### src/rtl/tcu_fedp_sequencer.sv
// tcu_fedp_sequencer: issue-side controller chaining FEDP k-chunk results.
// Optional TCU_FEDP_SEQ_PERF_EN adds busy / operand-stall perf counters.
module tcu_fedp_sequencer #(
  parameter int N         = 2,
  parameter int LATENCY   = 4,
  parameter int MAX_STEPS = 8,
  parameter int ID_W      = 8,
  parameter int MASK_W    = 8,
  localparam int STEPS_W  = $clog2(MAX_STEPS + 1)
) (
  input  logic                clk,
  input  logic                reset_n,
  input  logic                req_valid,
  output logic                req_ready,
  input  logic [3:0]          req_fmt_s,
  input  logic [3:0]          req_fmt_d,
  input  logic [STEPS_W-1:0]  req_steps,
  input  logic [31:0]         req_c_init,
  input  logic [ID_W-1:0]     req_id,
  input  logic                op_valid,
  output logic                op_ready,
  input  logic [N*32-1:0]     op_a_row,
  input  logic [N*32-1:0]     op_b_col,
  input  logic [MASK_W-1:0]   op_vld_mask,
  output logic                fedp_enable,
  output logic [MASK_W-1:0]   fedp_vld_mask,
  output logic [3:0]          fedp_fmt_s,
  output logic [3:0]          fedp_fmt_d,
  output logic [N*32-1:0]     fedp_a_row,
  output logic [N*32-1:0]     fedp_b_col,
  output logic [31:0]         fedp_c_val,
  input  logic [31:0]         fedp_d_val,
  output logic                rsp_valid,
  input  logic                rsp_ready,
  output logic [31:0]         rsp_d_val,
  output logic [ID_W-1:0]     rsp_id
`ifdef TCU_FEDP_SEQ_PERF_EN
  ,
  output logic [31:0]         perf_busy_cycles,
  output logic [31:0]         perf_op_stall_cycles
`endif
);

  localparam int CNT_W = $clog2(LATENCY + 1);

  localparam logic [1:0] S_IDLE  = 2'd0;
  localparam logic [1:0] S_ISSUE = 2'd1;
  localparam logic [1:0] S_WAIT  = 2'd2;
  localparam logic [1:0] S_RSP   = 2'd3;

  localparam logic [STEPS_W-1:0] MAX_S =
    STEPS_W'(MAX_STEPS);
  localparam logic [CNT_W-1:0] LAT_C =
    CNT_W'(LATENCY);

  if (LATENCY < 1) begin : g_lat_check
    $error("LATENCY must be >= 1");
  end

  logic [1:0]         state;
  logic [3:0]         fmt_s_r;
  logic [3:0]         fmt_d_r;
  logic [ID_W-1:0]    id_r;
  logic [STEPS_W-1:0] steps_left;
  logic [31:0]        acc_r;
  logic [CNT_W-1:0]   wait_cnt;

  logic is_idle;
  logic is_issue;
  logic is_wait;
  logic is_rsp;
  logic issue;
  logic last_wait;
  logic last_step;

  // State decode and per-cycle qualifiers.
  always_comb begin
    is_idle   = (state == S_IDLE);
    is_issue  = (state == S_ISSUE);
    is_wait   = (state == S_WAIT);
    is_rsp    = (state == S_RSP);
    issue     = is_issue & op_valid;
    last_wait = is_wait & (wait_cnt == CNT_W'(1));
    last_step = (steps_left == STEPS_W'(1));
  end

  // Control FSM: accept, issue one chunk, wait out the pipe, respond.
  always_ff @(posedge clk or negedge reset_n) begin
    if (!reset_n) begin
      state <= S_IDLE;
    end else begin
      unique case (1'b1)
        is_idle: begin
          if (req_valid) begin
            if (req_steps == '0) state <= S_RSP;
            else                 state <= S_ISSUE;
          end
        end
        is_issue: begin
          if (op_valid) state <= S_WAIT;
        end
        is_wait: begin
          if (last_wait) begin
            if (last_step) state <= S_RSP;
            else           state <= S_ISSUE;
          end
        end
        is_rsp: begin
          if (rsp_ready) state <= S_IDLE;
        end
        default: state <= S_IDLE;
      endcase
    end
  end

  // Job context latched at acceptance.
  always_ff @(posedge clk or negedge reset_n) begin
    if (!reset_n) begin
      fmt_s_r <= '0;
      fmt_d_r <= '0;
      id_r    <= '0;
    end else if (is_idle && req_valid) begin
      fmt_s_r <= req_fmt_s;
      fmt_d_r <= req_fmt_d;
      id_r    <= req_id;
    end
  end

  // Accumulator chain and remaining-step count.
  always_ff @(posedge clk or negedge reset_n) begin
    if (!reset_n) begin
      acc_r      <= '0;
      steps_left <= '0;
    end else if (is_idle && req_valid) begin
      acc_r      <= req_c_init;
      steps_left <= req_steps;
    end else if (last_wait) begin
      acc_r      <= fedp_d_val;
      steps_left <= steps_left - 1'b1;
    end
  end

  // Pipe-depth countdown; cleared on reset so no stale capture.
  always_ff @(posedge clk or negedge reset_n) begin
    if (!reset_n) begin
      wait_cnt <= '0;
    end else if (issue) begin
      wait_cnt <= LAT_C;
    end else if (is_wait) begin
      wait_cnt <= wait_cnt - 1'b1;
    end
  end

  // Output drive: handshakes, FEDP operands, response.
  always_comb begin
    req_ready     = is_idle;
    op_ready      = is_issue;
    fedp_enable   = is_issue | is_wait;
    fedp_vld_mask = issue ? op_vld_mask : '0;
    fedp_a_row    = is_issue ? op_a_row : '0;
    fedp_b_col    = is_issue ? op_b_col : '0;
    fedp_c_val    = acc_r;
    fedp_fmt_s    = fmt_s_r;
    fedp_fmt_d    = fmt_d_r;
    rsp_valid     = is_rsp;
    rsp_d_val     = is_rsp ? acc_r : '0;
    rsp_id        = is_rsp ? id_r : '0;
  end

`ifdef TCU_FEDP_SEQ_PERF_EN
  // Saturating busy and operand-starvation counters.
  always_ff @(posedge clk or negedge reset_n) begin
    if (!reset_n) begin
      perf_busy_cycles     <= '0;
      perf_op_stall_cycles <= '0;
    end else begin
      if (!is_idle && perf_busy_cycles != '1)
        perf_busy_cycles <= perf_busy_cycles + 1'b1;
      if (is_issue && !op_valid &&
          perf_op_stall_cycles != '1)
        perf_op_stall_cycles <=
          perf_op_stall_cycles + 1'b1;
    end
  end
`endif

  steps_legal: assert property (
    @(posedge clk) disable iff (!reset_n)
    (is_idle && req_valid) |-> (req_steps <= MAX_S)
  ) else $error("req_steps exceeds MAX_STEPS");

endmodule

### config.mk
export PLATFORM = sky130hd
export DESIGN_NAME = tcu_fedp_sequencer
export DESIGN_NICKNAME = d
export VERILOG_FILES = /design/src/rtl/tcu_fedp_sequencer.sv
export SDC_FILE = /design/constraint.sdc
export NUM_CORES = 1
export LEC_CHECK = 0
export BUFFER_PORTS_ARGS = -buffer_cell sky130_fd_sc_hd__buf_4
export CAP_MARGIN = 5
export CORE_AREA = 2 2 174 176
export CTS_CLUSTER_DIAMETER = 40
export DETAILED_ROUTE_END_ITERATION = 10
export DIE_AREA = 0 0 176 178
export MAX_ROUTING_LAYER = met4
export PLACE_DENSITY = 0.38
export SLEW_MARGIN = 40
export SYNTH_ARGS = -nofsm -noshare
export SYNTH_HDL_FRONTEND = slang
export SYNTH_SLANG_ARGS = --single-unit
### constraint.sdc
create_clock -name clk -period 1.9 [get_ports clk]
set_clock_uncertainty 0.15 [all_clocks]
set_input_delay 0.095 -clock clk [delete_from_list [all_inputs] [get_ports clk]]
set_output_delay 0.095 -clock clk [all_outputs]
set_load 0.005 [all_outputs]
==> results.txt, run 1 <==
----------------------------------------------------
[Status]
  Run status ... finished, violations left
  Failing checks ... setup timing

[Detailed routing]
  Antenna-violating nets left ... 0
  Iter 0 DRT Violations ... 239
  DRC violations left ... 0
  Number of vias per cell ... 3.68
  DR vias ... 5,071
  Pre-Repair DR Iteration Count ... 4
  Final wirelength ... 24,100 µm
  Average detailed-routed wire length per instance ... 17.5 µm

[Clock tree]
  CTS Buf Count ... 9
  H-tree levels ... 3
  Master cell of the clock root buffer ... clkbuf_16
  Clock tree from TritonCTS ... done
  Number of sinks on the clock net ... 57
  Largest buffer count on any clock path ... 2
  Clk_lat worst skew ... 320 ps
  Clock-pin slew on the worst setup and hold paths ... 60 ps

[Critical path]
  Worst setup path class ... reg -> out
  Req. time, crit path ... 1650 ps
  Nature of the critical path startpoint ... flop
  Data arrival time of the critical path ... 1660 ps
  Endpoint class of the critical path ... primary output
  Highest fanout seen on the critical path ... 9

[Pwr]
  Worst-case vdd ir drop ... 401 µV
  Leakage power of the design ... 4.79 nW
  Switch Pwr ... 4.07 mW
  Combinational power share ... 0.668
  Internal cell power ... 7.37 mW
  Sequential share of power ... 0.200
  Fraction of power consumed by the clock network ... 0.132
  Fraction of power spent switching nets ... 0.356
  Power per standard cell area ... 1200 nW/µm²

[Die]
  Effective utilization at floorplan ... 0.134
  Floorplan die height ... 178 µm
  DIE WIDTH ... 176 µm
  Count of standard-cell rows ... 63
  I/O pin total ... 445
  Die ar. ... 31,300 µm²
  Standard cell core area ... 29,400 µm²

[Global route]
  Wire length of the first global-routing pass ... 32,700 µm
  Antenna violations before repair ... 6
  Layer with the highest usage ... met2
  Via count of the first global-routing pass ... 5,115
  Largest net degree at the start of global routing ... 41
  Global-route met1 utilization ... 0.184
  Met3 usage ... 0.0416
  Tot GR Track Use ... 0.145
  Met2 Usage GRT ... 0.233
  Global route total overflow ... 0

[Synth]
  Top FF cell, synth ... dfrtp_1
  Sequential cell area fraction in the yosys report ... 0.362
  Flops & latches, synth ... 57
  Synth Warn # ... 0
  Synthesized instance count ... 436
  Synthesized area ... 3940 µm²
  Number of distinct standard cells referenced by the synthesized netlist ... 34
  Number of nets in the synthesized netlist ... 669
  Post-synthesis average cell area ... 9.03 µm²
  Number of enable flip-flop cells after synthesis ... 0
  Fraction of registers with async set or reset after synthesis ... 1.00

[Timing]
  Unrepaired setup endpoints after global routing ... yes
  Total setup violations reported at the end of the flow ... 3
  Hold violation count in the final report ... 0
  Achievable frequency ... 525 MHz
  Max_slew headroom ... 0.777
  Final period util ... 1.00
  Worst Hold Slack ... 33.2 ps
  Final Slew Violations ... 0
  Crit path time final ... 1900 ps
  Post-route worst setup slack ... -3.42 ps
  Actual slew at the worst max-slew pin ... 330 ps

[Place]
  Count of port buffers added during placement ... 444
  Placed wire-length estimate ... 18,700 µm
  Final Wtd Congestion ... 0.767

[Run]
  Max-cap violations ... 0

[Final layout]
  Area delta synth->final ... 142%
  Share of the core filled with cells in the final layout ... 0.324
  Share of cells above drive strength 1 ... 0.574
  Count of nets after finishing ... 1,213

[Worst hold path]
  Worst min-delay path category ... in -> async

----------------------------------------------------
layer usage:
| metal | up-vias | share of wire | routed length, µm |
|---|---|---|---|
| met1 | 2340 | 0.44 | 10600 |
| met5 | - | 0 | 0 |
| met4 | 0 | 0.0054 | 131 |
| li1 | 2545 | - | - |
| met3 | 9 | 0.067 | 1610 |
| met2 | 177 | 0.49 | 11700 |
layout make-up:
class                   instances  area (µm²)
fillers                      3085       19900
multi-input cells             338        2460
well taps                     390         488
clock buffers                  11         253
clock inverters                 3        17.5
diodes                          6        15.0
flip-flops and latches         57        1430
repair buffers                568        4830
inverters                       6        22.5
registers in the layout, indices dropped and copies added, names as in the netlist:
name	flops
wait_cnt	3
fedp_fmt_d	4
steps_left	4
state	2
fedp_c_val	32
id_r	8
fedp_fmt_s	4
placed cells by master, fill, tap and decap left out, types with 4 or more instances in the layout:
master | netlist | final
buf_4 | 7 | 440
and2_1 | 169 | 130
dlygate4sd3_1 | 0 | 86
dfrtp_1 | 57 | 57
and2_4 | 1 | 42
mux2i_1 | 33 | 33
nand3_1 | 32 | 32
o21ai_0 | 32 | 32
buf_6 | 0 | 25
mux2_2 | 18 | 18
clkbuf_16 | 0 | 10
buf_12 | 0 | 10
and3_1 | 9 | 7
ha_1 | 8 | 7
diode_2 | 0 | 6
inv_1 | 6 | 5
a21oi_1 | 5 | 5
nor2b_1 | 4 | 4
buf_16 | 0 | 4
cell usage after synthesis (all sizes together) (2+ instances only):
cell type,number,area [µm²]
and3,9,56.3
mux2,18,203
xnor2,2,17.5
inv,6,22.5
and2,170,1070
nor2,3,11.3
buf,12,73.8
nand3,32,160
o21ai,35,175
clkbuf,25,97.6
a21oi,5,25.0
nand2,3,11.3
nor2b,4,25.0
dfrtp,57,1430
ha,8,100
mux2i,33,330
or3,2,12.5
power by group through the flow:
stage,clock network [mW],registers [mW],logic (mW)
global route,1.60,2.38,8.29
floorplan,0,2.19,2.60
finish,1.51,2.29,7.64
CTS,1.55,2.31,7.50
global placement,0,2.31,6.28
detailed placement,0,2.30,6.29
stage by stage:
step	instances	setup WS, ps	power (mW)	instance area [µm²]	setup TNS, ps
after floorplan	436	184	4.78	3940	0
after global placement	1257	136	8.60	7850	0
after detailed placement	1257	138	8.59	7850	0
after CTS	1369	-32.7	11.4	9380	-316
after global routing	1379	-65.9	12.3	9520	-3950
final	1379	-3.42	11.4	9520	-6.81
final timing paths:
check	startpoint	end	slack (ps)	cells after the start
min in group clk	req_valid	fedp_c_val[1]	80	4
worst min register to register	id_r[6]	id_r[6]	350	1
max in group asynchronous	reset_n	fedp_fmt_s[2]	1040	3
worst max-delay path	state[0]	fedp_a_row[6]	-3	6
worst min-delay path	reset_n	fedp_fmt_s[3]	30	2
worst max register to register	state[1]	state[0]	90	5
critical path: stages (launching register included):
cell and delay [ps]:
dfrtp_1 420, ha_4 210, buf_12 150, buf_12 130, buf_16 130, and2_1 150, buf_4 130
repair_timing:
item,in CTS,in global routing
hold buffers,86,0
pin swaps,19,4
resized for setup,63,26
gates cloned,5,3
endpoints found under the setup margin,119,156
hold endpoints to repair,112,0
buffers inserted,9,1
cell families after synthesis:
logic type,Yosys count,share of synthesized area
compound gates,46,0.0677
xor+xnor,3,0.00667
fa+ha+maj,8,0.0254
buf+inv,43,0.0492
flops,57,0.362
mux,51,0.135
simple gates,228,0.354
Power figures use the tool's default switching activity.
==> run 2, diff against run 1 <==
==> constraint.sdc (replaced) <==
create_clock -name clk -period 1.9 [get_ports clk]
set_clock_uncertainty 0.15 [all_clocks]
set_input_delay 0 -clock clk [delete_from_list [all_inputs] [get_ports clk]]
set_output_delay 0 -clock clk [all_outputs]
set_load 0.005 [all_outputs]
==> results.txt, run 2 (same netlist as run 1, synthesis figures left out) <==
----------------------------------------------------
[Status]
  Run status ... finished clean (was finished, violations left)

[Die]
  I/O pin total ... 445 (unchanged)
  Effective utilization at floorplan ... 0.134 (unchanged)
  Standard cell core area ... 29,400 µm² (unchanged)
  Die ar. ... 31,300 µm² (unchanged)
  DIE WIDTH ... 176 µm (unchanged)
  Floorplan die height ... 178 µm (unchanged)
  Count of standard-cell rows ... 63 (unchanged)

[Final layout]
  Post-route design area ... 9680 µm² (was 9520 µm²)
  Combined flip-flop and latch cell area ... 1430 µm² (unchanged)
  Share of cells above drive strength 1 ... 0.572 (was 0.574)
  Count of filler cells inserted in the layout ... 3,122 (was 3,085)
  Count of nets after finishing ... 1,212 (was 1,213)
  Max reg flops ... 32 (unchanged)
  Leading cell types in the layout, fill and taps excluded ... buf_4 (427), and2_1 (131), dlygate4sd3_1 (87), dfrtp_1 (57), and2_4 (40) (was buf_4 (440), and2_1 (130), dlygate4sd3_1 (86), dfrtp_1 (57), and2_4 (42))
  Footprint of the multi-input gates ... 2460 µm² (about the same)
  Area delta synth->final ... 146% (was 142%)
  Most frequent standard cell in the layout excluding fill and tap cells ... buf_4 (unchanged)

[Pwr]
  Combinational power share ... 0.648 (was 0.668)
  Worst-case vdd ir drop ... 430 µV (was 401 µV)
  Leakage power of the design ... 4.84 nW (was 4.79 nW)
  Switch Pwr ... 4.08 mW (was 4.07 mW)
  Internal cell power ... 7.83 mW (was 7.37 mW)
  Sequential share of power ... 0.192 (was 0.200)
  Fraction of power spent switching nets ... 0.342 (was 0.356)
  Fraction of power consumed by the clock network ... 0.160 (was 0.132)
  Power per standard cell area ... 1230 nW/µm² (was 1200 nW/µm²)

[Detailed routing]
  DR vias ... 5,081 (was 5,071)
  Antenna-violating nets left ... 0 (unchanged)
  Average detailed-routed wire length per instance ... 17.4 µm (was 17.5 µm)
  Pre-Repair DR Iteration Count ... 4 (unchanged)
  DRC violations left ... 0 (unchanged)
  Final wirelength ... 24,000 µm (was 24,100 µm)
  Iter 0 DRT Violations ... 142 (was 239)
  Number of vias per cell ... 3.68 (about the same)

[Critical path]
  FF-to-FF Start ... state[1] (unchanged)
  Data arrival time of the critical path ... 1680 ps (was 1660 ps)
  Req. time, crit path ... 1750 ps (was 1650 ps)
  Endpoint class of the critical path ... primary output (unchanged)
  Highest fanout seen on the critical path ... 10 (was 9)
  Nature of the critical path startpoint ... flop (unchanged)
  Worst r2r path cells ... 5 (unchanged)
  Worst R2R Setup Slack ... 100 ps (was 90 ps)
  Worst setup path class ... reg -> out (unchanged)
  Terminus of the critical flop-to-flop path ... state[0] (unchanged)

[Worst hold path]
  Worst min-delay path category ... in -> async (unchanged)

[Timing]
  Unrepaired setup endpoints after global routing ... yes (unchanged)
  Achievable frequency ... 545 MHz (was 525 MHz)
  Hold violation count in the final report ... 0 (unchanged)
  Total setup violations reported at the end of the flow ... 0 (was 3)
  Crit path time final ... 1830 ps (was 1900 ps)
  Final Slew Violations ... 0 (unchanged)
  Max_slew headroom ... 0.699 (was 0.777)
  Final period util ... 0.965 (was 1.00)
  Actual slew at the worst max-slew pin ... 452 ps (was 330 ps)
  Total negative slack ... 0 ps (was -6.81 ps)

[Place]
  Placed wire-length estimate ... 18,700 µm (about the same)
  Post-place instance area ... 7840 µm² (was 7850 µm²)
  Count of port buffers added during placement ... 444 (unchanged)
  Final Wtd Congestion ... 0.763 (was 0.767)

[Clock tree]
  CTS Buf Count ... 9 (unchanged)
  H-tree levels ... 3 (unchanged)
  Number of sinks on the clock net ... 57 (unchanged)
  Clock tree from TritonCTS ... done (unchanged)
  Clk_lat worst skew ... 330 ps (was 320 ps)
  Largest buffer count on any clock path ... 2 (unchanged)
  Clock-pin slew on the worst setup and hold paths ... 60 ps (about the same)
  Master cell of the clock root buffer ... clkbuf_16 (unchanged)

[Run]
  Max-cap violations ... 0 (unchanged)

[Global route]
  Antenna violations before repair ... 5 (was 6)
  Wire length of the first global-routing pass ... 32,000 µm (was 32,700 µm)
  Via count of the first global-routing pass ... 4,984 (was 5,115)
  Tot GR Track Use ... 0.141 (was 0.145)
  Global route total overflow ... 0 (unchanged)
  Largest net degree at the start of global routing ... 44 (was 41)

----------------------------------------------------
## run 2: cell types whose count changed in the layout (fill, tap and decap cells not counted), moves of 2 or more
cell | before | now
and3_1 | 7 | 4
bufinv_16 | 0 | 3
buf_8 | 1 | 3
and3_4 | 2 | 5
buf_6 | 25 | 34
and2_4 | 42 | 40
buf_12 | 10 | 5
clkbuf_16 | 10 | 17
buf_4 | 440 | 427
## run 2: worst max-delay path, stage by stage, from the launching register on
cell and delay (ps):
dfrtp_1 370, inv_2 50, buf_6 110, ha_4 190, clkbuf_16 190, buf_8 150
and2_1 150, buf_4 130
## run 2: how the worst max path moves through the flow
| stage | end | startpoint | depth (start not counted) | slack [ps] |
|---|---|---|---|---|
| floorplan | fedp_fmt_d[0] | state[0] | 6 | 180 |
| global placement | fedp_c_val[5] | state[0] | 6 | 80 |
| detailed placement | fedp_c_val[5] | state[1] | 6 | 80 |
| CTS | fedp_b_col[9] | state[1] | 7 | -3 |
| global route | fedp_b_col[3] | state[1] | 7 | -20 |
| finish | fedp_b_col[0] | state[1] | 7 | 70 |
## run 2: cell type report
class | instances | area share
Antenna cell | 6 | 0.00155
Clock buffer | 11 | 0.0251
Clock inverter | 5 | 0.0106
Inverter | 6 | 0.00233
Multi-Input combinational cell | 337 | 0.254
Sequential cell | 57 | 0.147
Tap cell | 390 | 0.0504
Timing Repair Buffer | 568 | 0.508
## run 2: power by group through the flow
stage	sequential [mW]	combinational (mW)	clock (mW)
finish	2.29	7.72	1.90
global route	2.39	8.37	2.02
CTS	2.30	6.75	1.96
detailed placement	2.31	6.27	0
global placement	2.32	6.28	0
floorplan	2.19	2.60	0
## run 2: metrics by stage
step / power, mW / hold slack [ps] / std cells / setup slack (ps) / utilization
floorplan: 4.78 / -446 / 436 / 184 / -
global placement: 8.59 / -164 / 1255 / 84.5 / 0.267
detailed placement: 8.58 / -173 / 1255 / 77.5 / 0.267
CTS: 11.0 / 14.0 / 1362 / -3.11 / 0.312
global route: 12.8 / 23.9 / 1378 / -21.4 / 0.329
finish: 11.9 / 8.34 / 1380 / 66.8 / 0.329
## run 2: what timing repair did
| item | CTS | global route |
|---|---|---|
| endpoints found under the setup margin | 109 | 117 |
| pin swaps | 0 | 21 |
| gates cloned | 2 | 12 |
| buffers inserted | 2 | 0 |
| hold buffers | 87 | 0 |
| endpoints found under the hold margin | 112 | 0 |
| resized for setup | 7 | 81 |
## run 2: layer usage
layer	vias to the layer above	global-route usage	share of wire
met4	0	0.0186	0.0048
met5	-	-	0
met1	2363	0.177	0.44
met2	172	0.230	0.50
li1	2538	-	-
met3	8	0.0418	0.061
==> run 3, diff against run 2 <==
==> config.mk (replaced) <==
export PLATFORM = sky130hd
export DESIGN_NAME = tcu_fedp_sequencer
export DESIGN_NICKNAME = d
export VERILOG_FILES = /design/src/rtl/tcu_fedp_sequencer.sv
export SDC_FILE = /design/constraint.sdc
export NUM_CORES = 1
export LEC_CHECK = 0
export ABC_AREA = 1
export BUFFER_PORTS_ARGS = -buffer_cell sky130_fd_sc_hd__buf_4
export CAP_MARGIN = 5
export CORE_AREA = 2 2 172 174
export CTS_CLUSTER_DIAMETER = 40
export DETAILED_ROUTE_END_ITERATION = 10
export DIE_AREA = 0 0 174 176
export MAX_ROUTING_LAYER = met4
export PLACE_DENSITY = 0.39
export SLEW_MARGIN = 0
export SYNTH_ARGS = -nofsm -noshare
export SYNTH_HDL_FRONTEND = slang
export SYNTH_SLANG_ARGS = --single-unit
==> constraint.sdc (replaced) <==
create_clock -name clk -period 1.9 [get_ports clk]
set_clock_uncertainty 0.15 [all_clocks]
set_input_delay 0 -clock clk [delete_from_list [all_inputs] [get_ports clk]]
set_output_delay 0 -clock clk [all_outputs]
set_load 0.01 [all_outputs]
==> results.txt, run 3 <==
----------------------------------------------------
[Clock tree]
  CTS Buf Count ... 9 (unchanged)
  H-tree levels ... 3 (unchanged)
  Number of sinks on the clock net ... 57 (unchanged)
  Clock tree from TritonCTS ... done (unchanged)
  Clock-pin slew on the worst setup and hold paths ... 60 ps (about the same)
  Master cell of the clock root buffer ... clkbuf_16 (unchanged)
  Largest buffer count on any clock path ... 2 (unchanged)
  Clk_lat worst skew ... 330 ps (about the same)

[Timing]
  Total negative slack ... 0 ps (unchanged)
  Unrepaired setup endpoints after global routing ... yes (unchanged)
  Crit path time final ... 1790 ps (was 1830 ps)
  Actual slew at the worst max-slew pin ... 328 ps (was 452 ps)
  Hold violation count in the final report ... 0 (unchanged)
  Final Slew Violations ... 0 (unchanged)
  Final period util ... 0.941 (was 0.965)
  Total setup violations reported at the end of the flow ... 0 (unchanged)
  Achievable frequency ... 559 MHz (was 545 MHz)
  Max_slew headroom ... 0.781 (was 0.699)

[Pwr]
  Sequential share of power ... 0.211 (was 0.192)
  Internal cell power ... 6.24 mW (was 7.83 mW)
  Combinational power share ... 0.627 (was 0.648)
  Worst-case vdd ir drop ... 492 µV (was 430 µV)
  Total design power ... 11.0 mW (was 11.9 mW)
  Fraction of power consumed by the clock network ... 0.162 (was 0.160)
  Fraction of power spent switching nets ... 0.435 (was 0.342)
  Power per standard cell area ... 1210 nW/µm² (was 1230 nW/µm²)
  Leakage power of the design ... 5.92 nW (was 4.84 nW)
  Switch Pwr ... 4.81 mW (was 4.08 mW)

[Synth]
  Top FF cell, synth ... dfrtp_1 (unchanged)
  Sequential cell area fraction in the yosys report ... 0.348 (was 0.362)
  Post-synthesis average cell area ... 5.87 µm² (was 9.03 µm²)
  Fraction of registers with async set or reset after synthesis ... 1.00 (unchanged)
  Synth Warn # ... 0 (unchanged)
  Cell types with the largest area share after synthesis ... dfrtp_1 (35%), nand2_1 (27%), inv_1 (17%), a31oi_1 (4.9%), nor2_1 (4.4%) (was dfrtp_1 (36%), and2_1 (27%), mux2i_1 (8.4%), mux2_2 (5.1%), nand3_1 (4.1%))
  Dominant cell by count in the synthesized netlist ... nand2_1 (was and2_1)
  Number of enable flip-flop cells after synthesis ... 0 (unchanged)
  Cell type with the highest aggregate area in the netlist ... dfrtp_1 (unchanged)
  Flops & latches, synth ... 57 (unchanged)
  Number of nets in the synthesized netlist ... 932 (was 669)
  Number of distinct standard cells referenced by the synthesized netlist ... 19 (was 34)
  Synthesized area ... 4100 µm² (was 3940 µm²)
  Fraction of post-synthesis cell area in the top cell type by area ... 0.348 (was 0.362)
  Top post-synthesis cells by count ... nand2_1 (299), inv_1 (191), dfrtp_1 (57), nor2_1 (48), a31oi_1 (32) (was and2_1 (169), dfrtp_1 (57), mux2i_1 (33), nand3_1 (32), o21ai_0 (32))
  Synthesized instance count ... 699 (was 436)

[Final layout]
  Footprint of the multi-input gates ... 1770 µm² (was 2460 µm²)
  Share of the core filled with cells in the final layout ... 0.321 (was 0.329)
  Final non-filler cell total ... 1,614 (was 1,380)
  Max reg flops ... 32 (unchanged)
  Area delta synth->final ... 123% (was 146%)
  Count of nets after finishing ... 1,454 (was 1,212)
  Combined flip-flop and latch cell area ... 1430 µm² (unchanged)
  Leading cell types in the layout, fill and taps excluded ... buf_4 (454), nand2_1 (298), inv_1 (189), dlygate4sd3_1 (87), dfrtp_1 (57) (was buf_4 (427), and2_1 (131), dlygate4sd3_1 (87), dfrtp_1 (57), and2_4 (40))
  Count of filler cells inserted in the layout ... 3,210 (was 3,122)
  Most frequent standard cell in the layout excluding fill and tap cells ... buf_4 (unchanged)
  Share of cells above drive strength 1 ... 0.396 (was 0.572)

[Critical path]
  Req. time, crit path ... 1750 ps (about the same)
  Nature of the critical path startpoint ... flop (unchanged)
  Worst setup path class ... reg -> out (unchanged)
  Endpoint class of the critical path ... primary output (unchanged)
  Highest fanout seen on the critical path ... 23 (was 10)
  Data arrival time of the critical path ... 1640 ps (was 1680 ps)

[Detailed routing]
  Average detailed-routed wire length per instance ... 15.2 µm (was 17.4 µm)
  Number of vias per cell ... 3.68 (about the same)
  Antenna-violating nets left ... 0 (unchanged)
  Pre-Repair DR Iteration Count ... 4 (unchanged)
  Iter 0 DRT Violations ... 225 (was 142)
  DR vias ... 5,934 (was 5,081)
  DRC violations left ... 0 (unchanged)
  Final wirelength ... 24,500 µm (was 24,000 µm)

[Global route]
  Antenna violations before repair ... 4 (was 5)
  Tot GR Track Use ... 0.158 (was 0.141)
  Wire length of the first global-routing pass ... 36,000 µm (was 32,000 µm)
  Global route total overflow ... 0 (unchanged)
  Largest net degree at the start of global routing ... 58 (was 44)
  Via count of the first global-routing pass ... 6,164 (was 4,984)

[Die]
  Floorplan die height ... 176 µm (was 178 µm)
  Effective utilization at floorplan ... 0.144 (was 0.134)
  DIE WIDTH ... 174 µm (was 176 µm)
  Standard cell core area ... 28,500 µm² (was 29,400 µm²)
  Count of standard-cell rows ... 62 (was 63)
  Die ar. ... 30,600 µm² (was 31,300 µm²)
  I/O pin total ... 445 (unchanged)

[Place]
  Final Wtd Congestion ... 0.856 (was 0.763)
  Placed wire-length estimate ... 20,500 µm (was 18,700 µm)
  Count of port buffers added during placement ... 444 (unchanged)
  Placed cell count ... 1,506 (was 1,255)

[Run]
  Max-cap violations ... 0 (unchanged)

[Status]
  Run status ... finished clean (unchanged)

[Worst hold path]
  Worst min-delay path category ... in -> async (unchanged)

----------------------------------------------------
run 3: cell types whose count changed after synthesis, sizes merged, moves of 27 or more:
cell	previous run	this run
a31oi	1	32
and2	170	0
inv	6	191
o21ai	35	8
mux2i	33	0
nor2	3	48
nand2	3	301
run 3: kinds of logic after synthesis:
logic type / share of synthesized area
adder cells (fa/ha/maj): 0.0244
AND/OR/NAND/NOR: 0.337
AO/OA/AOI/OAI: 0.0622
flip-flops: 0.348
XOR/XNOR: 0.00427
buffers and inverters: 0.225
run 3: worst paths after layout:
path / cells after the start / endpoint / from / slack (ps)
worst max register to register: 9 / steps_left[1] / state[0] / 130
max in group asynchronous: 3 / fedp_c_val[6] / reset_n / 1280
worst max-delay path: 6 / fedp_b_col[58] / state[1] / 110
worst min-delay path: 3 / fedp_fmt_d[2] / reset_n / 40
min in group clk: 6 / state[1] / req_valid / 40
worst min register to register: 2 / id_r[4] / id_r[4] / 330
run 3: stage by stage:
stage	hold WS (ps)	instance area, µm²	setup slack, ps
after floorplan	-446	4100	295
after global placement	-125	7920	201
after detailed placement	-128	7920	167
after CTS	7.34	9130	0.415
after global routing	70.0	9160	-10.6
final	38.1	9160	113
run 3: power by group through the flow:
stage	combinational, mW	clock (mW)	sequential, mW
3_3_place_gp	6.80	0	2.35
4_1_cts	7.01	1.86	2.33
5_1_grt	7.71	1.91	2.42
2_1_floorplan	3.13	0	2.38
3_5_place_dp	6.85	0	2.33
6_report	6.93	1.79	2.33
run 3: area by class of cell:
cell class,instances,share of cell area
inverters,192,0.0788
multi-input cells,413,0.194
flip-flops and latches,57,0.156
well taps,384,0.0525
clock buffers,9,0.0246
repair buffers,548,0.482
clock inverters,7,0.0112
diodes,4,0.00109
run 3: repair_timing:
action,CTS,global route
setup endpoints to repair,46,100
resized for setup,4,5
hold buffers,87,0
buffers inserted,0,1
hold endpoints to repair,113,0
run 3: routing by layer:
metal | vias up | global-route usage | routed length (µm)
li1 | 3014 | - | -
met1 | 2633 | 0.176 | 9810
met2 | 267 | 0.281 | 12400
met3 | 20 | 0.0325 | 1660
met4 | 0 | 0.0539 | 555
met5 | - | - | 0
run 3: critical path, stage by stage (launching register included):
cell	delay, ps
dfrtp_1	420
inv_2	90
ha_4	240
buf_4	290
nand2_1	90
inv_1	70
buf_4	110
